**src/rtl/fft_feeder_pkg.sv**
```systemverilog
// Shared types, widths and helpers for the FFT frame feeder.
package fft_feeder_pkg;

  typedef enum logic [1:0] {
    StIdle,
    StCapture,
    StFlush,
    StDone
  } feeder_state_e;

  localparam int unsigned TDATA_W = 32;
  localparam int unsigned REAL_W  = 16;
  localparam int unsigned IMAG_W  = 16;

  function automatic int unsigned log2_decim(input int unsigned decim);
    return $clog2(decim);
  endfunction

  // Imaginary half is always zero; the FFT consumes a purely real stream.
  function automatic logic [TDATA_W-1:0] pack_tdata(input logic [REAL_W-1:0] re);
    return {{IMAG_W{1'b0}}, re};
  endfunction

endpackage

```
**src/rtl/boxcar_decim.sv**
```systemverilog
// Boxcar averager: sums DECIM consecutive samples and strobes their truncated mean.
module boxcar_decim
  import fft_feeder_pkg::*;
#(
  parameter int unsigned DECIM = 8,
  parameter int unsigned ADC_W = 10
) (
  input  logic             fft_clk,
  input  logic             rst,
  input  logic             clear,
  input  logic             enable,
  input  logic [ADC_W-1:0] ad_data,
  output logic [ADC_W-1:0] avg,
  output logic             avg_valid
);

  localparam int unsigned LOG2_DECIM = log2_decim(DECIM);
  localparam int unsigned ACC_W      = ADC_W + LOG2_DECIM;
  localparam int unsigned CNT_W      = (LOG2_DECIM > 0) ? LOG2_DECIM : 1;

  logic [ACC_W-1:0] acc_q;
  logic [ACC_W-1:0] sum;
  logic [CNT_W-1:0] cnt_q;
  logic             last_tap;

  always_comb begin
    last_tap  = (cnt_q == CNT_W'(DECIM - 1));
    sum       = acc_q + ACC_W'(ad_data);
    avg       = ADC_W'(sum >> LOG2_DECIM);
    avg_valid = enable && last_tap;
  end

  always_ff @(posedge fft_clk) begin
    if (rst || clear) begin
      acc_q <= '0;
      cnt_q <= '0;
    end else if (enable) begin
      if (last_tap) begin
        acc_q <= '0;
        cnt_q <= '0;
      end else begin
        acc_q <= sum;
        cnt_q <= cnt_q + CNT_W'(1);
      end
    end
  end

endmodule

```
**src/rtl/fft_frame_feeder.sv**
```systemverilog
// Captures ADC samples, decimates by averaging and streams one FRAME_LEN-word
// frame into an AXI-Stream FFT core per start request.
module fft_frame_feeder
  import fft_feeder_pkg::*;
#(
  parameter int unsigned FRAME_LEN = 4096,
  parameter int unsigned DECIM     = 8,
  parameter int unsigned ADC_W     = 10
) (
  input  logic               fft_clk,
  input  logic               rst,
  input  logic [ADC_W-1:0]   ad_data,
  input  logic               start,
  output logic [TDATA_W-1:0] m_axis_data_tdata,
  output logic               m_axis_data_tvalid,
  input  logic               m_axis_data_tready,
  output logic               m_axis_data_tlast,
  output logic               busy,
  output logic               frame_done,
  output logic               overflow
);

  localparam int unsigned LOAD_W = $clog2(FRAME_LEN + 1);

  feeder_state_e      state_q;
  logic [LOAD_W-1:0]  load_cnt_q;
  logic [TDATA_W-1:0] tdata_q;
  logic               tvalid_q;
  logic               tlast_q;
  logic               overflow_q;

  logic               capture;
  logic               clear;
  logic               avg_valid;
  logic [ADC_W-1:0]   avg;
  logic               handshake;
  logic               can_load;
  logic               last_load;

  always_comb begin
    capture   = (state_q == StCapture);
    clear     = (state_q == StIdle) && start;
    handshake = tvalid_q && m_axis_data_tready;
    // A word being accepted this cycle frees the slot for the new average.
    can_load  = !tvalid_q || m_axis_data_tready;
    last_load = (load_cnt_q == LOAD_W'(FRAME_LEN - 1));
  end

  boxcar_decim #(
    .DECIM (DECIM),
    .ADC_W (ADC_W)
  ) u_boxcar (
    .fft_clk   (fft_clk),
    .rst       (rst),
    .clear     (clear),
    .enable    (capture),
    .ad_data   (ad_data),
    .avg       (avg),
    .avg_valid (avg_valid)
  );

  always_ff @(posedge fft_clk) begin
    if (rst) begin
      state_q    <= StIdle;
      load_cnt_q <= '0;
      tdata_q    <= '0;
      tvalid_q   <= 1'b0;
      tlast_q    <= 1'b0;
      overflow_q <= 1'b0;
    end else begin
      unique case (state_q)
        StIdle: begin
          if (start) begin
            state_q    <= StCapture;
            load_cnt_q <= '0;
            overflow_q <= 1'b0;
          end
        end
        StCapture: begin
          if (handshake) begin
            tvalid_q <= 1'b0;
            tlast_q  <= 1'b0;
          end
          if (avg_valid) begin
            if (can_load) begin
              tdata_q    <= pack_tdata(REAL_W'(avg));
              tvalid_q   <= 1'b1;
              tlast_q    <= last_load;
              load_cnt_q <= load_cnt_q + LOAD_W'(1);
              if (last_load) begin
                state_q <= StFlush;
              end
            end else begin
              overflow_q <= 1'b1;
            end
          end
        end
        StFlush: begin
          if (handshake) begin
            tvalid_q <= 1'b0;
            tlast_q  <= 1'b0;
            state_q  <= StDone;
          end
        end
        StDone: begin
          state_q <= StIdle;
        end
        default: begin
          state_q <= StIdle;
        end
      endcase
    end
  end

  always_comb begin
    m_axis_data_tdata  = tdata_q;
    m_axis_data_tvalid = tvalid_q;
    m_axis_data_tlast  = tlast_q;
    busy               = (state_q != StIdle);
    frame_done         = (state_q == StDone);
    overflow           = overflow_q;
  end

endmodule

```
**config.mk**
```make
export PLATFORM = sky130hd
export DESIGN_NAME = fft_frame_feeder
export DESIGN_NICKNAME = d
export VERILOG_FILES = /design/src/rtl/fft_feeder_pkg.sv /design/src/rtl/boxcar_decim.sv /design/src/rtl/fft_frame_feeder.sv
export SDC_FILE = /design/constraint.sdc
export NUM_CORES = 1
export LEC_CHECK = 0
export ABC_AREA = 1
export CAP_MARGIN = 20
export CORE_ASPECT_RATIO = 0.6
export CORE_UTILIZATION = 48
export CTS_BUF_LIST = sky130_fd_sc_hd__clkbuf_4 sky130_fd_sc_hd__clkbuf_8 sky130_fd_sc_hd__clkbuf_16
export DETAILED_ROUTE_END_ITERATION = 6
export PLACE_DENSITY = 0.72
export SYNTH_ARGS = -nofsm -noshare
export SYNTH_HDL_FRONTEND = slang
export SYNTH_HIERARCHICAL = 1
export SYNTH_SLANG_ARGS = --single-unit
```
**constraint.sdc**
```tcl
create_clock -name fft_clk -period 1.83 [get_ports fft_clk]
set_clock_uncertainty 0.05 [all_clocks]
set_input_delay 0.183 -clock fft_clk [delete_from_list [all_inputs] [get_ports fft_clk]]
set_output_delay 0.183 -clock fft_clk [all_outputs]
set_load 0.01 [all_outputs]
```
=== Word-level counts from Yosys, hierarchy flattened ===
Index checks and enable logic that the tools add are counted.

* Register bits after elaboration: 44
* Bits in latches: 0
* Memory bits (writable): 0
* Memory bits (read-only): 0
* Output and inout bits: 37
* Memories kept: 0

* Add/sub/neg operators: 3
* Multiply operators: 0
* Divide/modulo/power cells: 0
* Magnitude comparators: 0
* Equal/unequal tests: 11
* Shifts and indexed selects: 0
* Multiplexer cells: 24
* Bitwise operators: 0
* Reductions and logical operators: 14

{| class="wikitable"
|+ Operator list
! cell !! number
|-
| two-way mux 13 bit || 4
|-
| one-hot mux 13 bit (2 select lines) || 1
|-
| adder 13 x 1 -> 13 bit (second input constant) || 1
|-
| adder 13 x 10 -> 13 bit || 1
|-
| == test 13 x 12 -> 1 bit (second input constant) || 1
|-
| inequality test 2 bit (second input constant) || 6
|-
| two-way mux 2 bit || 5
|-
| two-way mux 1 bit || 9
|-
| one-hot mux 2 bit (4 select lines) || 1
|-
| AND reduction 4 bit || 2
|-
| one-hot mux 1 bit (2 select lines) || 3
|-
| nonzero test 2 bit || 3
|-
| AND reduction 5 bit || 1
|-
| == test 2 bit (second input constant) || 2
|-
| adder 3 x 1 -> 3 bit (second input constant) || 1
|-
| == test 3 bit (second input constant) || 1
|-
| logical AND 1 bit || 3
|-
| two-way mux 3 bit || 1
|-
| AND reduction 3 bit || 1
|-
| == test 2 x 1 -> 1 bit (second input constant) || 1
|-
| logical NOT 2 bit || 1
|-
| logical OR 1 bit || 2
|-
| logical NOT 1 bit || 1
|}

=== Logic depth before layout (Yosys ltp) ===
* Word-level depth: 5
* Depth in mapped cells: 14

=== Modules after synthesis ===
The synthesis kept the hierarchy.

{| class="wikitable"
|+ Modules (own cells, without submodules)
! module !! times used !! cells an instance !! area each (um2)
|-
| fft_frame_feeder || 1 || 233 || 1624.1
|-
| boxcar_decim || 1 || 206 || 1321.3
|}

=== Least setup slack after synthesis ===
Ideal clock, no wire load.

* Kind: register to register
* From: reg u_boxcar.acc_q[0]
* To: reg tdata_q[9], in the netlist m_axis_data_tdata[9]
* Setup time: 0.116 ns
* Arrival time: 1.576 ns
* Slack: 0.088 ns
* Stages on the path, launching flop included: 10
* Buffers on the path: 0
* Clock period less this slack: 1.742 ns
* Cells stage by stage: dfxtp_1 ha_1 fa_1 nand3_1 nand3_2 nand3_1 nand4_1 and2_1 o21ai_0 nor2_1

* Word-level cells in the longest chain between the ends: 1

{| class="wikitable"
|+ RTL lines
! item !! RTL line !! text
|-
| from (decl) || boxcar_decim.sv:21 || <nowiki>logic [ACC_W-1:0] acc_q;</nowiki>
|-
| from (signal assigned) || boxcar_decim.sv:42 || <nowiki>acc_q <= sum;</nowiki>
|-
| adder 13 x 10 -> 13 bit || boxcar_decim.sv:28 || <nowiki>sum = acc_q + ACC_W'(ad_data);</nowiki>
|-
| named net avg[9] || fft_frame_feeder.sv:35 || <nowiki>logic [ADC_W-1:0] avg;</nowiki>
|-
| to (signal assigned) || fft_frame_feeder.sv:86 || <nowiki>tdata_q <= pack_tdata(REAL_W'(avg));</nowiki>
|-
| to (decl) || fft_frame_feeder.sv:27 || <nowiki>logic [TDATA_W-1:0] tdata_q;</nowiki>
|}

The timed path passes the listed nets, and every way through them passes these cells.
A chain may end at the register's enable or synchronous reset.

=== Final worst setup path ===
Same ends and word-level chain as after synthesis.

==> run metrics <==
ys async rst share 0%; GRT overflow 0; synthesized instance count 439; share of the synthesized area in the top cell type 29.9%; largest net degree at the start of global routing 17; crit path time final 1780 ps; CP delay by family, top simple AND/OR/NAND/NOR gates; Die X 103 um; worst path bufs/invs 0; gpl congestion 0.903; core region area 5750 sq um; cell with the most instances after synthesis nand2_1; Synth Flop Type dfxtp_1; Fin. Hold Viols 0; root buf cell clkbuf_8; Setup TNS 0 ps; worst hold path depth 4; IO Port Bufs 28; cell leakage power 1.64 nW; yosys warns 6; Critical Path Source Type flip-flop; Worst Path Required 1980 ps; Mapped Area 2950 sq um; GRT Util Overall 22.9%; critical path capture point type flip-flop; critical path data arrival time 1930 ps; Final ANT Viol Nets 0; vias 2772; Remaining DRCs 0; clock-pin slew on the worst setup and hold paths 90 ps; area grow syn2layout 24.8%; Hold WS 300 ps; MaxCap Viol Count 0; peak supply drop 0.510 mV; register bit total from synthesis 44; fin crit share 97.1%; final setup fails 0; Synth area leaders dfxtp_1 (30%), nand2_1 (15%), ha_1 (7.2%); Hold WC Path Type input port to flip-flop; die area 6460 sq um; Clock Latency Late Sink 300 ps; Clock Tree Buf Depth 2; WS Path Type flip-flop to flip-flop; layout cells sized above 1 20.1%; DR vias/cell 4.84; htree depth 2; DRT Pass-1 Iters 5; CP max stage delay 430 ps; CTS tree done; Slew Limit Fails 0; number of global-route vias before repair 2516; commonest cells in the netlist nand2_1 (117), nor2_1 (50), inv_1 (48), dfxtp_1 (44), nand3_1 (32); sequential fraction of the synthesis area 29.9%; drt wl/cell 12.4 um; number of flops mapped to enable cells by yosys 0; number of cell rows 21; CTS Sinks 44; Yosys top cell by area dfxtp_1; synth unique cells 37; crit-path max FO 4; antenna violations before repair 0; R2R cell count 9; IO Pins 51; n_diodes 0; first-pass GRT wire length 11600 um; WP depth 9; starting density of the core 51.2%; Inserted Clock Buffers 5; most frequent CP cell nand3_2; DIE HEIGHT 62.7 um; Iteration-0 DRC Markers 172; DPL Wire Length 5340 um; Pwr per Cell Area 902 nW/um^2; f_max 563 MHz; Final #Nets 525; unrepaired setup endpoints after global routing yes; crit path cell chain ha_4, fa_2, nand3_2, nand3_2, nand3_2, nand4_1, and2_1, o21ai_1, nor2_1; drt total wl 7120 um; filler instances 507; status finished, final reports clean; Syn Area/Cell 6.71 sq um; CP max-delay cell fa_2
## power by group
group | internal (mW) | leakage [nW] | switching (mW) | total [mW]
clock network | 0.259 | 0.0400 | 0.346 | 0.605
logic | 0.635 | 1.24 | 0.962 | 1.60
registers | 1.04 | 0.358 | 0.0737 | 1.11
## flip-flops by register name (all words and copies together), names as in the netlist
register,count
overflow,1
m_axis_data_tdata,10
m_axis_data_tlast,1
state_q,2
m_axis_data_tvalid,1
u_boxcar/cnt_q,3
u_boxcar/acc_q,13
load_cnt_q,13
## cells by family after synthesis
logic type / Yosys count / share of synthesized area, %
buffers and inverters: 81 / 13.3
XOR/XNOR: 5 / 1.74
AND/OR/NAND/NOR: 237 / 36.7
flip-flops: 44 / 29.9
other: 1 / 0.127
adder cells (fa/ha/maj): 18 / 7.90
AO/OA/AOI/OAI: 53 / 10.3
## path summary, 6_finish.rpt
kind / end / slack, ps / startpoint
worst max-delay path: m_axis_data_tdata[9] / 50 / u_boxcar/acc_q[0]
worst min-delay path: u_boxcar/acc_q[0] / 300 / ad_data[0]
worst max register to register: m_axis_data_tdata[9] / 50 / u_boxcar/acc_q[0]
worst min register to register: u_boxcar/cnt_q[0] / 400 / u_boxcar/cnt_q[0]
## stage by stage
stage / setup WS [ps] / cell area (sq um) / cells / util (%) / power [mW]
final: 52.9 / 3670 / 573 / 63.9 / 3.31
after global placement: -319 / 3390 / 564 / 59.0 / 2.55
after CTS: 4.32 / 3490 / 571 / 60.6 / 3.19
after detailed placement: -393 / 3390 / 564 / 59.0 / 2.57
after global routing: -23.0 / 3670 / 573 / 63.9 / 3.55
after floorplan: 88.0 / 3020 / 460 / - / 2.15
## layout make-up
cell class	instances	area (sq um)	area share (%)
clock inverters	2	12.5	0.340
inverters	53	205	5.58
repair buffers	54	483	13.1
multi-input cells	335	1920	52.2
well taps	80	100	2.72
clock buffers	5	68.8	1.87
flip-flops and latches	44	888	24.2
## per-layer routing
metal / track usage (%) / share of wire [%] / vias to the layer above
met5: 0 / 0 / -
met4: 5.28 / 0.90 / 0
met3: 4.36 / 5.7 / 7
met2: 31.1 / 39 / 77
met1: 36.4 / 54 / 1232
li1: - / - / 1456
## layout by cell type (no fill, tap or decap), types with 5 or more instances in the layout
cell and n:
o21ai_0 6, dfxtp_1 38, inv_1 47, a21oi_1 27
nor2_1 47, o21ai_1 10, ha_1 6, nor2_2 5
conb_1 22, nand3_1 29, and2_1 5, clkbuf_8 5
ha_4 9, nand3_2 6, nand2_2 14, a21oi_2 5
dfxtp_2 6, nand2_1 110, nand4_1 5, clkdlybuf4s50_1 25
buf_4 26
## timing repair
item	CTS	global route
setup buffers	0	2
resized for setup	6	41
hold endpoints to repair	0	0
pin swaps	1	13
hold buffers	0	0
setup endpoints to repair	6	21
## worst register-to-register path, stage by stage, from the launching register on
cell and delay (ps):
dfxtp_2 340, ha_4 160, fa_2 430, nand3_2 90
nand3_2 90, nand3_2 90, nand4_1 110, and2_1 160
o21ai_1 110, nor2_1 50
Note: power is estimated with default switching activity, not from simulation.
==> RTL change 1, RTL diff (same settings) <==
Encoding of `feeder_state_e`: now one-hot (4 bits for 4 states).
--- a/src/rtl/fft_feeder_pkg.sv
+++ b/src/rtl/fft_feeder_pkg.sv
@@ -1,11 +1,11 @@
 // Shared types, widths and helpers for the FFT frame feeder.
 package fft_feeder_pkg;
 
-  typedef enum logic [1:0] {
-    StIdle,
-    StCapture,
-    StFlush,
-    StDone
+  typedef enum logic [3:0] {
+    StIdle    = 4'b0001,
+    StCapture = 4'b0010,
+    StFlush   = 4'b0100,
+    StDone    = 4'b1000
   } feeder_state_e;
 
   localparam int unsigned TDATA_W = 32;
Formal check against the unedited RTL: same outputs for any inputs over 4 cycles, from zero or initial values and one cycle with rst high; so few cycles prove little.
==> RTL change 1 against the original RTL <==
Cell area increased by 0.68%. Power increased by 4.3%. Wire length increased by 2.1%. First-iteration DRC count increased by 38%. Sequential cell count increased by 2. Core utilization increased by 0.43 points. Maximum frequency increased by 0.49%. Setup slack improved by 0.0087 ns. Sequential power increased by 5%. Global-route usage increased by 0.43 points. Synthesized area increased by 0.72%. Sequential share of layout area increased by 0.82 points. Cell count increased by 1.2%. Highest routed layer unchanged.
==> RTL change 1: results (changes against the original RTL) <==
Status = complete, no violations (unchanged)
Placed Cells = 571 (was 564)
Area after DPL = 3407 um2 (was 3393 um2)
Critical Path AT = 1.91 ns (was 1.93 ns)
Filler instances = 531 (was 507)
Syn. warnings = 6 (unchanged)
DP HPWL = 5.503 mm (was 5.338 mm)
1st-iter DRT viols = 237 (was 172)
Routed len/inst = 12.53 um (was 12.42 um)
Inverter count = 54 (was 53)
Fin cells = 580 (was 573)
Top post-synthesis cells by count = nand2_1 (113), nor2_1 (55), inv_1 (50) (was nand2_1 (117), nor2_1 (50), inv_1 (48))
Vias in the first global route = 2,642 (was 2,516)
Clk slew on worst S/H paths = 0.09 ns (about the same)
Power Density = 934.3 nW/um2 (was 901.8 nW/um2)
Layout cells sized above 1 = 0.1680 (was 0.2008)
Hold Crit Class = reg2reg (was in2reg)
Synth area leaders = dfxtp_1 (31%), nand2_1 (14%), nor2_1 (7.0%) (was dfxtp_1 (30%), nand2_1 (15%), ha_1 (7.2%))
Buffer share of cell area = 0.1312 (was 0.1314)
Hold Path Depth = 1 (was 4)
Number of synthesized register bits = 46 (was 44)
Synth cell types = 36 (was 37)
Multi-input combinational area share = 0.4978 (was 0.5216)
Mapped Avg Cell Area = 6.652 um2 (was 6.709 um2)
Vias/cell = 4.952 (was 4.838)
Nets@finish = 527 (was 525)
Met2 Track Usage GR = 0.3253 (was 0.3108)
Met1 usage = 0.3649 (was 0.3638)
Bufs w/o clock = 53 (was 54)
Met3 Resource Use GR = 0.04586 (was 0.04362)
Met1 wire length = 3.801 mm (was 3.855 mm)
Post-cts resize count = 2 (was 6)
Uppermost layer routed = met4 (unchanged)
Port bufs = 28 (unchanged)
CP peak stage delay = 0.34 ns (was 0.43 ns)
Multi-input gates = 339 (was 335)
DIE WIDTH = 103.5 um (was 103.1 um)
Met2 routed WL = 2.891 mm (was 2.793 mm)
Peak supply drop = 531.2 uV (was 510.0 uV)
Post-synthesis sequential area ratio = 0.3104 (was 0.2991)
Gp weighted congestion = 0.8708 (was 0.9033)
Synth Area in Adders = 0.06158 (was 0.07901)
Static leakage = 1.694 nW (was 1.639 nW)
Met3 WL = 526 um (was 403 um)
Total GRT Usage = 0.2337 (was 0.2294)
Post-CTS setup buffers = 1 (was 0)
Register area = 924.6 um2 (was 888.4 um2)
Synth Area in Compound Gates = 0.09110 (was 0.1032)
Clock-cell share of area = 0.03855 (was 0.02213)
Place WS = -0.2886 ns (was -0.3925 ns)
CTS HTree Levels = 2 (unchanged)
Global-route wire length before repair = 11.94 mm (was 11.56 mm)
CLK BUF = 6 (was 5)
CP max stage cell = ha_1 (was fa_2)
Reg2Reg Depth = 8 (was 9)
Post-Synth XOR/XNOR Area = 0.02024 (was 0.01742)
==> RTL change 1: cell types whose count changed in the layout (fill, tap and decap cells not counted), sizes merged, moves of 3 or more <==
cell   change
a21oi      -4
ha         -4
nand2      -8
nand3      +4
nand4      +4
nor2       +7
nor3       +3
==> RTL change 1: report_power, final <==
group	switching, mW	total (mW)	internal, mW
Combinational	0.800	1.36	0.556
Sequential	0.0779	1.17	1.09
Clock	0.351	0.934	0.583
==> RTL change 1: worst paths after layout <==
kind,from,slack [ns],to
setup / recovery,u_boxcar/acc_q[8]$_SDFFE_PP0P_,0.06,m_axis_data_tdata[9]$_SDFFE_PP0P_
hold / removal,u_boxcar/cnt_q[0]$_SDFFE_PP0P_,0.40,u_boxcar/cnt_q[0]$_SDFFE_PP0P_
setup reg to reg,u_boxcar/acc_q[8]$_SDFFE_PP0P_,0.06,m_axis_data_tdata[9]$_SDFFE_PP0P_
hold reg to reg,u_boxcar/cnt_q[0]$_SDFFE_PP0P_,0.40,u_boxcar/cnt_q[0]$_SDFFE_PP0P_
==> RTL change 2, RTL diff (same flow settings) <==
Made on the original files. `DECIM` is set to 8 in 2 places; all go to 12.
--- a/src/rtl/boxcar_decim.sv
+++ b/src/rtl/boxcar_decim.sv
@@ -2,7 +2,7 @@
 module boxcar_decim
   import fft_feeder_pkg::*;
 #(
-  parameter int unsigned DECIM = 8,
+  parameter int unsigned DECIM = 12,
   parameter int unsigned ADC_W = 10
 ) (
   input  logic             fft_clk,
--- a/src/rtl/fft_frame_feeder.sv
+++ b/src/rtl/fft_frame_feeder.sv
@@ -4,7 +4,7 @@
   import fft_feeder_pkg::*;
 #(
   parameter int unsigned FRAME_LEN = 4096,
-  parameter int unsigned DECIM     = 8,
+  parameter int unsigned DECIM     = 12,
   parameter int unsigned ADC_W     = 10
 ) (
   input  logic               fft_clk,
Check against the original RTL: not equivalent (a bounded check fails within 10 cycles, from zero or initial values and one cycle with rst high).
==> RTL change 2 against the original RTL <==
The run now ends with setup timing left. Synthesized area up 4.0%. Wire length rose by 5.9%. Highest routed layer unchanged. Via count up 9.7%. Sequential cell count up 2. Setup slack worse by 0.11 ns. Count of clock-buffer cells in the layout grew 3. Core utilization up 0.55 points. Power rose by 8.9%. Critical path depth grew 3. Cell area increased by 7.6%. Cell count is 4.9% higher. Maximum frequency down 5.6%.
==> RTL change 2: results (changes against the original RTL) <==
Gp weighted congestion = 0.9065 (was 0.9033)
Fin cells = 601 (was 573)
Global-route wire length before repair = 11.84 mm (was 11.56 mm)
Synth Area in Compound Gates = 0.1181 (was 0.1032)
Failing checks = setup timing
Post-CTS setup buffers = 1 (was 0)
Largest net degree at the start of global routing = 16 (was 17)
1st-iter DRT viols = 179 (was 172)
Total GRT Usage = 0.2218 (was 0.2294)
Layout cells sized above 1 = 0.2224 (was 0.2008)
DP HPWL = 5.513 mm (was 5.338 mm)
Synth area leaders = dfxtp_1 (30%), nand2_1 (13%), inv_1 (7.4%) (was dfxtp_1 (30%), nand2_1 (15%), ha_1 (7.2%))
Post-Synth XOR/XNOR Area = 0.02166 (was 0.01742)
Routed via count = 3,042 (was 2,772)
Critical Path AT = 2.04 ns (was 1.93 ns)
Placed Cells = 586 (was 564)
Vias in the first global route = 2,583 (was 2,516)
Setup ws final = -0.05313 ns (was 0.05291 ns)
Nets@finish = 547 (was 525)
Final setup fails = 5 (was 0)
Routed len/inst = 12.54 um (was 12.42 um)
Synth cell types = 39 (was 37)
Mapped Avg Cell Area = 6.714 um2 (was 6.709 um2)
Status = complete, but fails checks (was complete, no violations)
Maximum fanout along the worst path = 3 (was 4)
[RTL change 2: layer usage]
layer  global-route usage  up-vias  share of wire
li1                     -     1512              -
met1               0.3233     1409           0.51
met2               0.3386      113           0.42
met3              0.04082        8          0.059
met4              0.04930        0         0.0072
met5                    0        -              0
[RTL change 2: worst paths after layout]
kind,end,start,slack [ns],cells past startpoint
worst max register to register,m_axis_data_tdata[8]$_SDFFE_PP0P_,u_boxcar/acc_q[0]$_SDFFE_PP0P_,-0.05,12
worst min-delay path,u_boxcar/acc_q[0]$_SDFFE_PP0P_,ad_data[0],0.26,4
worst max-delay path,m_axis_data_tdata[8]$_SDFFE_PP0P_,u_boxcar/acc_q[0]$_SDFFE_PP0P_,-0.05,12
worst min register to register,u_boxcar/acc_q[3]$_SDFFE_PP0P_,u_boxcar/acc_q[3]$_SDFFE_PP0P_,0.42,2
[RTL change 2: layout make-up]
type,count,area [um2]
fill,532,2185
multi-input combinational,338,2034
sequential,46,928.4
timing repair buffer,60,529.3
inverter,65,246.5
clock buffer,8,110.1
tap,84,105.1
[RTL change 2: stage by stage]
step,area [um2],setup slack [ns]
after global routing,3954,-0.1298
after floorplan,3156,0.03158
after global placement,3540,-0.3713
after CTS,3664,-0.06651
final,3954,-0.05313
after detailed placement,3540,-0.4682
[RTL change 2: worst max-delay path: stages (launching register included)]
cell and delay (ns):
dfxtp_2 0.36, ha_4 0.14, inv_2 0.04, fa_2 0.41, inv_2 0.08, nand3_2 0.08
nand2_4 0.11, nand3_4 0.08, nand3_2 0.10, nand2_2 0.05, and2_4 0.13, o21ai_2 0.11
nor2_1 0.05
[RTL change 2: power by group]
group / total [mW] / internal (mW) / switching [mW]
clock: 0.749 / 0.382 / 0.367
sequential: 1.16 / 1.09 / 0.0757
combinational: 1.69 / 0.677 / 1.02
